$ cat config.mk
export PLATFORM = sky130hd
export DESIGN_NAME = ssd_capture_decoder
export DESIGN_NICKNAME = d
export VERILOG_FILES = /design/src/rtl/ssd_capture_decoder.sv
export SDC_FILE = /design/constraint.sdc
export NUM_CORES = 1
export LEC_CHECK = 0
export CORE_MARGIN = 1.5
export CORE_UTILIZATION = 50
export DETAILED_ROUTE_END_ITERATION = 10
export GPL_ROUTABILITY_DRIVEN = 0
export GPL_TIMING_DRIVEN = 0
export PLACE_DENSITY_LB_ADDON = 0.08
export SLEW_MARGIN = 20
export SYNTH_ARGS = -nofsm -noshare
export SYNTH_HDL_FRONTEND = slang
export SYNTH_SLANG_ARGS = --single-unit
$ cat constraint.sdc
create_clock -name clk -period 5.1 [get_ports clk]
set_input_delay 0.51 -clock clk [delete_from_list [all_inputs] [get_ports clk]]
set_output_delay 0.51 -clock clk [all_outputs]
set_load 0.005 [all_outputs]
$ cat src/rtl/ssd_capture_decoder.sv
// ============================================================================
// Module      : ssd_capture_decoder
// Description : Recovers ASCII frames from a multiplexed active-low 7-segment
//               bus and streams changed frames (MSD first, then CR).
// Revision    : 1.0
// ============================================================================
`default_nettype none

module ssd_capture_decoder #(
    parameter int NUM_DIGITS    = 4,
    parameter int STABLE_CYCLES = 16
) (
    input  logic                  clk,
    input  logic                  rst,
    input  logic [NUM_DIGITS-1:0] an,
    input  logic [6:0]            seg,
    output logic                  out_valid,
    input  logic                  out_ready,
    output logic [7:0]            out_data,
    output logic                  overrun
);

    localparam int CW = $clog2(STABLE_CYCLES + 1);
    localparam int IW = (NUM_DIGITS > 1) ? $clog2(NUM_DIGITS) : 1;
    localparam logic [IW-1:0] C_IDX_MAX = IW'(NUM_DIGITS - 1);

    typedef logic [NUM_DIGITS-1:0][6:0] frame_t;
    typedef enum logic [1:0] {IDLE = 2'd0, SEND = 2'd1, TERM = 2'd2} state_t;

    function automatic logic [7:0] decode(input logic [6:0] p);
        case (p)
            7'b1000000: decode = "0";
            7'b1111001: decode = "1";
            7'b0100100: decode = "2";
            7'b0110000: decode = "3";
            7'b0011001: decode = "4";
            7'b0010010: decode = "5";
            7'b0000010: decode = "6";
            7'b1111000: decode = "7";
            7'b0000000: decode = "8";
            7'b0010000: decode = "9";
            7'b0001000: decode = "A";
            7'b0000011: decode = "B";
            7'b1000110: decode = "C";
            7'b0100001: decode = "D";
            7'b0000110: decode = "E";
            7'b0001110: decode = "F";
            7'b1000010: decode = "G";
            7'b0001001: decode = "H";
            7'b1110001: decode = "J";
            7'b0001010: decode = "K";
            7'b1000111: decode = "L";
            7'b0101011: decode = "M";
            7'b0001100: decode = "P";
            7'b0011000: decode = "Q";
            7'b0001101: decode = "R";
            7'b0000111: decode = "T";
            7'b1000001: decode = "U";
            7'b0101010: decode = "W";
            7'b0010001: decode = "Y";
            7'b1111111: decode = 8'h20;
            default:    decode = 8'h3F;
        endcase
    endfunction

    logic [NUM_DIGITS+6:0] r_prev;
    logic [CW-1:0]         r_cnt;
    frame_t                r_slot, w_slot_nx;
    logic [NUM_DIGITS-1:0] r_seen, w_seen_nx;
    logic                  r_frame_v;
    frame_t                r_frame;

    state_t                r_state;
    frame_t                r_buf, r_last_sent, r_pend;
    logic [IW-1:0]         r_idx;
    logic                  r_first, r_pend_v;

    logic w_same, w_capture, w_cand, w_pend_ok;

    // Capture exactly on the edge the count reaches its saturation value.
    assign w_same    = ({an, seg} == r_prev);
    assign w_capture = w_same && (r_cnt == CW'(STABLE_CYCLES - 1)) && $onehot(~an);

    always_comb begin
        w_slot_nx = r_slot;
        w_seen_nx = r_seen;
        for (int k = 0; k < NUM_DIGITS; k++) begin
            if (w_capture && !an[k]) begin
                w_slot_nx[k] = seg;
                w_seen_nx[k] = 1'b1;
            end
        end
    end

    assign w_cand    = r_frame_v && (r_first || (r_frame != r_last_sent));
    assign w_pend_ok = r_pend_v  && (r_first || (r_pend  != r_last_sent));

    always_ff @(posedge clk) begin
        if (rst) begin
            r_prev    <= '0;
            r_cnt     <= '0;
            r_slot    <= '0;
            r_seen    <= '0;
            r_frame_v <= 1'b0;
            r_frame   <= '0;
        end else begin
            r_prev <= {an, seg};
            if (!w_same)
                r_cnt <= '0;
            else if (r_cnt != CW'(STABLE_CYCLES))
                r_cnt <= r_cnt + 1'b1;
            r_slot    <= w_slot_nx;
            r_frame_v <= &w_seen_nx;
            if (&w_seen_nx) begin
                r_seen  <= '0;
                r_frame <= w_slot_nx;
            end else begin
                r_seen  <= w_seen_nx;
            end
        end
    end

    always_ff @(posedge clk) begin
        if (rst) begin
            r_state     <= IDLE;
            r_buf       <= '0;
            r_last_sent <= '0;
            r_pend      <= '0;
            r_pend_v    <= 1'b0;
            r_idx       <= '0;
            r_first     <= 1'b1;
            out_valid   <= 1'b0;
            out_data    <= 8'h00;
            overrun     <= 1'b0;
        end else begin
            overrun <= 1'b0;
            case (r_state)
                IDLE: begin
                    // A surviving pending frame goes first; a fresh one queues behind it.
                    if (w_pend_ok) begin
                        r_buf     <= r_pend;
                        r_idx     <= C_IDX_MAX;
                        out_valid <= 1'b1;
                        out_data  <= decode(r_pend[NUM_DIGITS-1]);
                        r_state   <= SEND;
                        r_pend_v  <= w_cand;
                        r_pend    <= r_frame;
                    end else if (w_cand) begin
                        r_buf     <= r_frame;
                        r_idx     <= C_IDX_MAX;
                        out_valid <= 1'b1;
                        out_data  <= decode(r_frame[NUM_DIGITS-1]);
                        r_state   <= SEND;
                        r_pend_v  <= 1'b0;
                    end else begin
                        r_pend_v  <= 1'b0;
                    end
                end
                SEND: begin
                    if (w_cand) begin
                        r_pend   <= r_frame;
                        r_pend_v <= 1'b1;
                        overrun  <= r_pend_v;
                    end
                    if (out_ready) begin
                        if (r_idx != '0) begin
                            r_idx    <= r_idx - 1'b1;
                            out_data <= decode(r_buf[r_idx - 1'b1]);
                        end else begin
                            r_state  <= TERM;
                            out_data <= 8'h0D;
                        end
                    end
                end
                TERM: begin
                    if (w_cand) begin
                        r_pend   <= r_frame;
                        r_pend_v <= 1'b1;
                        overrun  <= r_pend_v;
                    end
                    if (out_ready) begin
                        r_last_sent <= r_buf;
                        r_first     <= 1'b0;
                        out_valid   <= 1'b0;
                        out_data    <= 8'h00;
                        r_state     <= IDLE;
                    end
                end
                default: r_state <= IDLE;
            endcase
        end
    end

endmodule

`default_nettype wire

# Word-level counts from Yosys, hierarchy flattened
# Memories as Yosys holds them, arrays and structs flattened. A register that Yosys moved wholly into a read port is not among the register bits.
# Cells that the tools add are included.
# op_classes
addsub	5
mul	0
div_mod_pow	0
order_cmp	1
eq_ne	15
shift	0
muxes	41
n_bitwise	4
n_reduce_logical	34
# ops
op	n
two-way mux 28 bit	3
two-way mux 7 bit	9
inequality test 28 bit	2
case mux 28 bit (2 select lines)	1
two-way mux 8 bit	5
case mux 8 bit (3 select lines)	1
two-way mux 2 bit	9
AND reduction 4 bit	4
binary-select mux 7 bit (select 2 bit)	1
equality test 11 bit	1
inequality test 2 bit, second input constant	5
nonzero test 2 bit	5
logical AND 1 bit	8
two-way mux 1 bit	8
case mux 2 bit (3 select lines)	1
AND reduction 2 bit	3
AND reduction 3 bit	2
OR reduction 2 bit	3
adder 5 x 1 -> 5 bit, second input constant	1
equality test 5 x 4 -> 1 bit, second input constant	1
inequality test 5 bit, second input constant	1
adder 1 x 1 -> 2 bit	2
logical NOT 1 bit	4
inverter 4 bit	1
15 further kinds	19
# word_totals
ff_bits	177
latchBits	0
ram_bits	0
romBits	2688
in_bits	14
out_inout_bits	10
word_cells	134
mem_count	3
# mem_list
memory	depth	width	rd	rd_clocked_by_memory_dff	write_ports	line	source
(no name shown)	128	7	1	1	0	31	case (p)
(no name shown)	128	7	1	1	0	31	
(no name shown)	128	7	1	0	0	31	

# Longest topological paths before layout
# logic_depth
word_depth	10
depth_mapped	17
ltp_nobuf	16

# Worst setup path after synthesis
# Ideal clock, no wire load.
# synth_path
kind	in2reg
start	input port an[0]
end	register with a tool-made name
setup_ps	117
t_arrival_ps	4480
required_ps	4983
slack_ps	502
cell_stages	17
n_path_buf	1
path_cell_list	inv_1 > fa_1 > ha_1 > ha_1 > nand4bb_1 > nor4_1 > a41oi_1 > nor4_4 > buf_4 > mux2i_1 > inv_1 > ha_1 > inv_1 > a21oi_1 > a221o_1 > a22o_1 > a32o_1
# synth_lines
element	line	source
from (decl)	15	input logic [NUM_DIGITS-1:0] an,

==> results.json <==
{
  "clkTransAtPathRegs_ps": 80,
  "fin_hold_ws_ps": 375,
  "h-tree-depth": 4,
  "grt_max_degree": 21,
  "status": "finished, final reports clean",
  "synth_cell_type_count": 86,
  "core_area_um2": 21200,
  "post-place-cells": 1623,
  "vias": 10117,
  "crit_fanout": 10,
  "post-route-period-util_pct": 96.5,
  "row_count": 53,
  "avgSynthCellArea_um2": 8.17,
  "vias_per_cell": 6.09,
  "p_per_area_nw_per_um2": 320,
  "hold_path_class": "input port to register",
  "power_leakage_nw": 4.77,
  "finish.utilization_pct": 57.4,
  "fin_area_um2": 12200,
  "max_cap_violations": 0,
  "dieHeight_um": 150,
  "drtIter0Drc": 926,
  "cts.sinks": 190,
  "ys_ff_latch": 190,
  "crit_type": "input port to register",
  "fmax_mhz": 203,
  "cts_buffers": 17,
  "pre_cts_ws_ps": -882,
  "fin_skew_ps": 15.3,
  "first_global_vias": 9393,
  "hold_viol": 0,
  "synth_area_um2": 10900,
  "synth_top_cell_by_area": "dfxtp_1",
  "routed_wl_um": 33400,
  "yosysWarnings": 0,
  "cts_tree": "built",
  "layout-drive-gt1-share_pct": 8.44,
  "p_total_mw": 3.88,
  "gr-total-overflow": 0,
  "grt_pass1_wl_um": 51900,
  "setup_ws_ps": 178,
  "nets": 1410,
  "layout_commonest_cell": "dfxtp_1",
  "final_cell_mix": "190 x dfxtp_1, 166 x nand2_1, 153 x nor2_1",
  "drv_slew": 0,
  "antenna_found_initial": 0,
  "async_reset_ff_share_pct": 0,
  "io_pins": 24,
  "clock_latency_ps": 450,
  "ys_seq_area_share_pct": 35.0,
  "synth_edf_count": 0,
  "initial_core_util_pct": 51.4,
  "stdcell_count": 1661,
  "holdBufCountCts": 0,
  "fin_setup_tns_ps": 0,
  "ant_nets": 0,
  "cp_data_arrival_time_ps": 5270,
  "diodes": 0,
  "die_w_um": 150,
  "clockRootBuffer": "clkbuf_16",
  "start_kind": "input port",
  "synth_area_leaders": "dfxtp_1 35%, mux2i_1 7.6%, nand2_1 5.7%, nor2_1 5.3%, xor2_1 4.7%",
  "post-route-min-period_ps": 4920,
  "place_hpwl_um": 25100,
  "drc": 0,
  "synthCells": 1330,
  "route.detailed.wl_per_inst_um": 20.1,
  "syn_to_final_growth_pct": 11.8,
  "synth_nets": 1366,
  "synthFlopType": "dfxtp_1",
  "worst_ep_required_time_ps": 5450,
  "max_slew_margin_pct": 36.5,
  "postPlaceCellArea_um2": 11400,
  "die_area_um2": 22600,
  "endpoint_kind": "register",
  "worst_slew_pin_slew_ps": 952,
  "firstDrtPassIters": 5,
  "synth.top_cell.area_share_pct": 35.0,
  "ir_drop_v": 0.000307,
  "setup_viol": 0,
  "io_buffers": 18,
  "clk_path_buf_depth": 2,
  "grt_usage_pct": 30.1
}
[Yosys cell counts (6+ instances only)]
library cell and n:
buf_1 8, o31ai_1 12, mux2_2 12, buf_4 10, o221ai_1 7, clkbuf_1 59, o21ai_0 44, o211ai_1 8
nand2_1 166, xnor2_1 10, mux4_2 6, a211oi_1 59, nand4_1 8, nor4_1 16, mux2i_1 83, a221oi_1 6
o22ai_1 11, xor2_1 58, a21o_1 9, inv_1 47, nand3_1 12, nor2b_1 25, nor2_1 153, a21oi_1 95
dfxtp_1 190, buf_2 13, a32oi_1 6, a31oi_1 15, ha_1 21, nor3_1 38, and3_1 6
[critical path, cell delays in order]
cell and delay, ps:
clkdlybuf4s50_1 620, inv_1 110, fa_1 440, ha_1 190, ha_1 300, nand4bb_4 270
nor4_2 330, a41oi_2 260, nor4_4 380, buf_6 210, mux2_2 440, ha_1 230
inv_1 140, a21oi_1 90, a221o_1 320, a22o_1 200, a32o_1 220
[repair_timing]
item,4_1_cts,5_1_grt
pin swaps,1,4
setup buffers,1,6
endpoints found under the setup margin,6,7
resized for setup,9,10
[path summary, 6_finish.rpt]
path,start,endpoint,slack [ps],cells after the start
worst min-delay path,seg[4],r_prev[4],370,3
worst min register to register,r_buf[19],r_last_sent[19],480,2
worst max register to register,r_idx[0],out_data[0],510,16
worst max-delay path,an[3],register,180,17
[cell families after synthesis]
kind of cell	Yosys count	synth area share [%]
simple gates	464	19.6
mux	103	10.5
xor+xnor	68	5.48
other cells	1	0.0345
fa+ha+maj	22	2.60
buf+inv	142	5.54
flops	190	35.0
compound gates	340	21.2
[sequential cells by signal, indices dropped and copies added, names as in the netlist, named ones only]
signal / flops
r_buf: 28
r_frame: 28
r_last_sent: 28
r_pend: 28
r_slot: 28
r_prev: 11
out_data: 7
r_cnt: 5
r_seen: 4
r_idx: 2
r_state: 2
out_valid: 1
overrun: 1
r_first: 1
r_frame_v: 1
r_pend_v: 1
[power breakdown]
group	total (mW)	switching [mW]	internal (mW)
logic	0.987	0.654	0.333
clock network	1.34	0.677	0.661
registers	1.56	0.0297	1.53
total	3.88	1.36	2.52
[routing by layer]
layer	part of all wire [%]	global-route usage (%)	wire length, µm
met5	0	0	0
met1	44	40.8	14800
met4	3.6	12.2	1220
met3	7.5	5.06	2500
met2	45	47.5	14900
[final cells by class]
type / count / area (µm²)
sequential: 190 / 3800
tap: 275 / 344
timing repair buffer: 25 / 238
clock inverter: 14 / 164
fill: 2010 / 9000
clock buffer: 17 / 425
inverter: 50 / 188
buffer: 92 / 418
multi-input combinational: 998 / 6570
(Power assumes the default switching activity.)
